### config.mk
export PLATFORM = sky130hd
export DESIGN_NAME = uart_baud_gen
export DESIGN_NICKNAME = d
export VERILOG_FILES = /design/src/rtl/uart_pkg.sv /design/src/rtl/uart_baud_chan.sv /design/src/rtl/uart_baud_gen.sv
export SDC_FILE = /design/constraint.sdc
export NUM_CORES = 1
export LEC_CHECK = 0
export ABC_CLOCK_PERIOD_IN_PS = 3540
export BUFFER_PORTS_ARGS = -buffer_cell sky130_fd_sc_hd__clkbuf_2
export CORE_ASPECT_RATIO = 0.6
export CORE_UTILIZATION = 40
export CTS_CLUSTER_SIZE = 30
export DETAILED_ROUTE_END_ITERATION = 8
export PLACE_DENSITY = 0.65
export SLEW_MARGIN = 20
export SYNTH_ARGS = -nofsm -noshare
export SYNTH_HDL_FRONTEND = slang
export SYNTH_HIERARCHICAL = 1
export SYNTH_SLANG_ARGS = --single-unit
export TNS_END_PERCENT = 10
### constraint.sdc
create_clock -name clock -period 3.54 [get_ports clock]
set_input_delay 0.531 -clock clock [delete_from_list [all_inputs] [get_ports clock]]
set_output_delay 0.531 -clock clock [all_outputs]
set_load 0.1 [all_outputs]
### src/rtl/uart_pkg.sv
// Shared constants and reset-divisor helpers for the UART baud generator.
package uart_pkg;

    localparam int unsigned MIN_DIV = 2;

    function automatic int unsigned calc_def_int(
        input longint unsigned clk_hz,
        input longint unsigned baud
    );
        return 32'(clk_hz / baud);
    endfunction

    // Fractional part of clk_hz/baud expressed in 1/2^frac_w steps.
    function automatic int unsigned calc_def_frac(
        input longint unsigned clk_hz,
        input longint unsigned baud,
        input int unsigned     frac_w
    );
        return 32'(((clk_hz << frac_w) / baud) % (64'd1 << frac_w));
    endfunction

endpackage

### src/rtl/uart_baud_chan.sv
// One baud channel: integer counter plus fractional accumulator, restartable by load.
module uart_baud_chan #(
    parameter int unsigned DIV_W  = 16,
    parameter int unsigned FRAC_W = 4
) (
    input  logic              clock,
    input  logic              reset,
    input  logic              en,
    input  logic              load,
    input  logic [DIV_W-1:0]  load_cnt,
    input  logic [FRAC_W-1:0] load_acc,
    input  logic [DIV_W-1:0]  div_int,
    input  logic [FRAC_W-1:0] div_frac,
    output logic              tick
);

    logic              active;
    logic              carry;
    logic [DIV_W-1:0]  cnt;
    logic [FRAC_W-1:0] acc;
    logic [DIV_W-1:0]  div_lat;
    logic [FRAC_W-1:0] frac_lat;

    logic [DIV_W-1:0]  last_c;
    logic              at_end_c;
    logic [FRAC_W:0]   sum_c;

    // Current bit lasts div_lat + carry clocks; counter runs 0..last.
    assign last_c   = div_lat - DIV_W'(1) + DIV_W'(carry);
    assign at_end_c = active && (cnt == last_c);
    assign sum_c    = {1'b0, acc} + {1'b0, frac_lat};

    always_ff @(posedge clock) begin
        if (reset) begin
            active   <= 1'b0;
            carry    <= 1'b0;
            cnt      <= '0;
            acc      <= '0;
            div_lat  <= '0;
            frac_lat <= '0;
            tick     <= 1'b0;
        end else if (!en) begin
            active <= 1'b0;
            carry  <= 1'b0;
            cnt    <= '0;
            acc    <= '0;
            tick   <= 1'b0;
        end else if (load) begin
            // A tick due on this edge is still emitted; the reload wins for the counter.
            active   <= 1'b1;
            carry    <= 1'b0;
            cnt      <= load_cnt;
            acc      <= load_acc;
            div_lat  <= div_int;
            frac_lat <= div_frac;
            tick     <= at_end_c;
        end else if (at_end_c) begin
            tick  <= 1'b1;
            cnt   <= '0;
            carry <= sum_c[FRAC_W];
            acc   <= sum_c[FRAC_W-1:0];
        end else if (active) begin
            tick <= 1'b0;
            cnt  <= cnt + DIV_W'(1);
        end else begin
            tick <= 1'b0;
        end
    end

endmodule

### src/rtl/uart_baud_gen.sv
// Fractional UART baud generator: shared divisor registers with a load
// handshake, driving independent TX and RX bit-tick channels.
module uart_baud_gen
    import uart_pkg::*;
#(
    parameter int unsigned CLK_HZ = 15_625_000,
    parameter int unsigned BAUD   = 115200,
    parameter int unsigned DIV_W  = 16,
    parameter int unsigned FRAC_W = 4
) (
    input  logic              clock,
    input  logic              reset,
    input  logic              cfg_valid,
    output logic              cfg_ready,
    input  logic [DIV_W-1:0]  cfg_div_int,
    input  logic [FRAC_W-1:0] cfg_div_frac,
    output logic              cfg_err,
    input  logic              tx_en,
    input  logic              rx_en,
    input  logic              rx_align,
    output logic              tx_bit_tick,
    output logic              rx_bit_tick,
    output logic              busy
);

    localparam logic [DIV_W-1:0]  DEF_INT  = DIV_W'(calc_def_int(64'(CLK_HZ), 64'(BAUD)));
    localparam logic [FRAC_W-1:0] DEF_FRAC = FRAC_W'(calc_def_frac(64'(CLK_HZ), 64'(BAUD), FRAC_W));

    logic [DIV_W-1:0]  div_int;
    logic [FRAC_W-1:0] div_frac;
    logic              tx_run;

    logic              tx_load_c;
    logic [DIV_W-1:0]  rx_load_cnt_c;

    // TX restarts on every rising tx_en; RX's first tick lands mid start bit.
    assign tx_load_c     = tx_en & ~tx_run;
    assign rx_load_cnt_c = div_int - (div_int >> 1);

    // Divisor registers and load handshake; loads only possible while idle.
    always_ff @(posedge clock) begin
        if (reset) begin
            div_int   <= DEF_INT;
            div_frac  <= DEF_FRAC;
            tx_run    <= 1'b0;
            busy      <= 1'b0;
            cfg_ready <= 1'b1;
            cfg_err   <= 1'b0;
        end else begin
            tx_run    <= tx_en;
            busy      <= tx_en | rx_en;
            cfg_ready <= ~(tx_en | rx_en);
            cfg_err   <= 1'b0;
            if (cfg_valid && cfg_ready) begin
                if (cfg_div_int < DIV_W'(MIN_DIV)) begin
                    cfg_err <= 1'b1;
                end else begin
                    div_int  <= cfg_div_int;
                    div_frac <= cfg_div_frac;
                end
            end
        end
    end

    uart_baud_chan #(
        .DIV_W  (DIV_W),
        .FRAC_W (FRAC_W)
    ) u_tx_chan (
        .clock    (clock),
        .reset    (reset),
        .en       (tx_en),
        .load     (tx_load_c),
        .load_cnt ('0),
        .load_acc (div_frac),
        .div_int  (div_int),
        .div_frac (div_frac),
        .tick     (tx_bit_tick)
    );

    uart_baud_chan #(
        .DIV_W  (DIV_W),
        .FRAC_W (FRAC_W)
    ) u_rx_chan (
        .clock    (clock),
        .reset    (reset),
        .en       (rx_en),
        .load     (rx_align),
        .load_cnt (rx_load_cnt_c),
        .load_acc ('0),
        .div_int  (div_int),
        .div_frac (div_frac),
        .tick     (rx_bit_tick)
    );

endmodule

==> insert_results.sql <==
INSERT INTO impl_metrics (metric_group, metric, value, unit) VALUES
('run_status', 'outcome', 'finished clean', ''),
('power_and_ir_drop', 'power.share.switching', '0.337', ''),
('global_routing', 'wire_length_of_the_first_global_routing_pass', '30700', 'um'),
('global_routing', 'antenna_found_initial', '1', ''),
('floorplanning', 'fp.dieArea', '18600', 'um^2'),
('cts', 'ctsResizeCount', '0', ''),
('routing', 'postRouteWirelength', '19100', 'um'),
('cts', 'cts_max_path_buffers', '2', ''),
('worst_setup_path', 'critical_path_required', '3810', 'ps'),
('yosys', 'synth_ff_type', 'dfxtp_1', ''),
('routing', 'num_vias', '6442', ''),
('sta', 'max-slew-margin-rel', '0.338', ''),
('yosys', 'postSynthAreaPerCell', '7.95', 'um^2'),
('cts', 'tritoncts_num_sinks', '110', ''),
('global_routing', 'grt_max_degree', '37', ''),
('cells_and_area', 'area_growth', '9.38', '%'),
('place', 'cells_after_dpl', '1153', ''),
('global_routing', 'grt_overflow', '0', ''),
('floorplanning', 'starting_density_of_the_core', '0.415', ''),
('yosys', 'netlist_area', '7200', 'um^2'),
('floorplanning', 'die_w', '175', 'um'),
('yosys', 'number_of_flops_mapped_to_enable_cells_by_yosys', '0', ''),
('cts', 'inserted_clock_buffers', '9', ''),
('place', 'gp_congestion', '0.938', ''),
('flow_run', 'max_cap_viol_count', '0', ''),
('cells_and_area', 'cell_area_after_layout', '7880', 'um^2'),
('sta', 'final_min_period_over_clock_period', '0.907', ''),
('global_routing', 'via_count_of_the_first_global_routing_pass', '5553', ''),
('floorplanning', 'rows', '37', ''),
('yosys', 'asyncSetResetFlopFracSynth', '0', ''),
('cts', 'cts_hold_repair.buffers', '0', ''),
('routing', 'avgRoutedWirePerCell', '16.3', 'um'),
('global_routing', 'gr-usage-all-layers', '0.210', ''),
('yosys', 'synth.yosys.warnings', '6', ''),
('power_and_ir_drop', 'power.switching', '1.07', 'mW'),
('floorplanning', 'ios', '31', ''),
('routing', 'final_antenna_net_count', '0', ''),
('sta', 'hold_slack', '397', 'ps'),
('floorplanning', 'core_region_area', '17400', 'um^2'),
('power_and_ir_drop', 'total_power', '3.17', 'mW'),
('sta', 'timing_worst_slew_pin_value', '985', 'ps'),
('sta', 'min_period', '3210', 'ps'),
('floorplanning', 'fp.dieH', '106', 'um'),
('worst_setup_path', 'end_kind', 'register', ''),
('cts', 'htreeDepth', '3', ''),
('place', 'dpl-instance-area', '7570', 'um^2'),
('sta', 'timing.setup.tns', '0', 'ps'),
('power_and_ir_drop', 'clockPowerShare', '0.333', ''),
('power_and_ir_drop', 'intPower', '2.10', 'mW'),
('min_path', 'hp-class', 'in -> reg', ''),
('yosys', 'count_of_state_elements_after_synthesis', '110', ''),
('worst_setup_path', 'timing.setup.critical_path_class', 'reg -> reg', ''),
('cells_and_area', 'finish.net_count', '988', ''),
('sta', 'maxClockFrequency', '0.311', 'GHz'),
('power_and_ir_drop', 'p_comb_frac', '0.233', ''),
('sta', 'final-max-slew-violation-count', '0', ''),
('yosys', 'synthDistinctLibCells', '74', ''),
('worst_setup_path', 'worst_ep_arrival_time', '3490', 'ps'),
('cts', 'clk_latency', '360', 'ps'),
('cells_and_area', 'final_layout_size_suffix_gt1_frac', '0.105', ''),
('cts', 'clk_pin_slew', '90', 'ps'),
('cells_and_area', 'diodes', '0', ''),
('routing', 'dr.pass1.iters', '5', ''),
('routing', 'drt-vias-per-instance', '5.51', ''),
('yosys', 'netlist_instances', '906', ''),
('routing', 'first_iter_violations', '554', ''),
('power_and_ir_drop', 'leakage', '3.08', 'nW'),
('place', 'count_of_input_and_output_buffers', '30', ''),
('place', 'hpwl', '14600', 'um'),
('power_and_ir_drop', 'power-per-cell-area', '402', 'nW/um^2'),
('sta', 'fin_ws', '328', 'ps');
[power by group through the flow]
stage / clock, mW / sequential (mW) / combinational (mW)
2_1_floorplan: 0 / 1.37 / 0.569
3_3_place_gp: 0 / 1.40 / 0.718
3_5_place_dp: 0 / 1.40 / 0.721
4_1_cts: 1.08 / 1.37 / 0.725
5_1_grt: 1.13 / 1.39 / 0.811
6_report: 1.05 / 1.38 / 0.738
[registers in the layout, indices dropped and copies added (netlist names), 4 cells and up]
signal and flops:
u_rx_chan/acc 4, u_tx_chan/acc 4, div_frac 4, u_rx_chan/cnt 16, u_tx_chan/div_lat 16, div_int 16, u_tx_chan/frac_lat 4, u_rx_chan/frac_lat 4
u_tx_chan/cnt 16, u_rx_chan/div_lat 16
[cell type report]
class | count | area, um^2
multi-input combinational | 718 | 4630
tap | 234 | 293
inverter | 44 | 165
clock inverter | 7 | 83.8
clock buffer | 9 | 225
timing repair buffer | 47 | 278
fill | 1749 | 9480
sequential | 110 | 2200
[cell families after synthesis]
family | count (synthesis) | synth area share
xor gates and xnor gates | 72 | 0.0876
buffers and inverters | 97 | 0.0619
muxes | 29 | 0.0407
and+or+nand+nor | 361 | 0.260
adders and majority gates | 32 | 0.0587
AOI/OAI and AO/OA | 204 | 0.185
other | 1 | 0.000521
DFF | 110 | 0.306
[layer usage]
layer / up-vias / global-route usage / share of wire
met5: - / 0 / 0
met4: 0 / 0.0186 / 0.0032
met3: 6 / 0.0494 / 0.088
met2: 229 / 0.263 / 0.36
met1: 3005 / 0.353 / 0.55
li1: 3202 / - / -
[path summary, 6_finish.rpt]
| path | to | cells after the start | startpoint | slack, ps |
|---|---|---|---|---|
| max | u_rx_chan/acc[1] | 11 | u_rx_chan/carry | 330 |
| min | div_frac[1] | 2 | cfg_div_frac[1] | 400 |
| max reg2reg | u_rx_chan/acc[1] | 11 | u_rx_chan/carry | 330 |
| min reg2reg | u_rx_chan/div_lat[0] | 2 | u_rx_chan/div_lat[0] | 460 |
[worst max-delay path: stages, from the launching register on]
cell and delay, ps:
dfxtp_1 320, inv_1 50, ha_1 180, ha_1 270
or4b_4 530, a2111o_1 400, a21oi_1 170, o22ai_1 130
a2111oi_4 360, buf_4 220, mux2_2 340, o31ai_1 180
[placed cells by master (no fill, tap or decap), types with 5 or more instances in the layout]
| cell | count |
|---|---|
| a211o_1 | 6 |
| a211oi_1 | 6 |
| a21o_1 | 9 |
| a21oi_1 | 97 |
| a22oi_1 | 8 |
| a31oi_1 | 7 |
| and2_1 | 6 |
| and3_1 | 6 |
| buf_4 | 17 |
| clkbuf_16 | 9 |
| clkbuf_2 | 30 |
| conb_1 | 20 |
| dfxtp_1 | 110 |
| ha_1 | 29 |
| inv_1 | 44 |
| mux2i_1 | 27 |
| nand2_1 | 116 |
| nand2b_1 | 11 |
| nand3_1 | 25 |
| nand4_1 | 16 |
| nor2_1 | 69 |
| nor2b_1 | 20 |
| nor3_1 | 22 |
| nor3b_1 | 7 |
| nor4_1 | 14 |
| o211a_1 | 5 |
| o21a_1 | 7 |
| o21ai_0 | 20 |
| or3_1 | 15 |
| xnor2_1 | 38 |
| xor2_1 | 34 |
[Yosys cell counts (8+ instances only)]
cell      instances  share of area
nor2b_1          22          0.019
nand4_1          16          0.014
a22oi_1           8         0.0083
nor2_1           69          0.036
mux2i_1          27          0.038
or3_1            15          0.013
nand2b_1         11         0.0096
inv_1            44          0.023
xor2_1           34          0.041
nor3_1           22          0.015
nand2_1         116          0.060
a21oi_1          97          0.067
a21o_1            9         0.0094
xnor2_1          38          0.046
clkbuf_1         38          0.020
dfxtp_1         110           0.31
nand3_1          25          0.017
nor4_1           14          0.012
ha_1             29          0.050
buf_6            10          0.016
o21ai_0          20          0.014
Power figures use the tool's default switching activity.
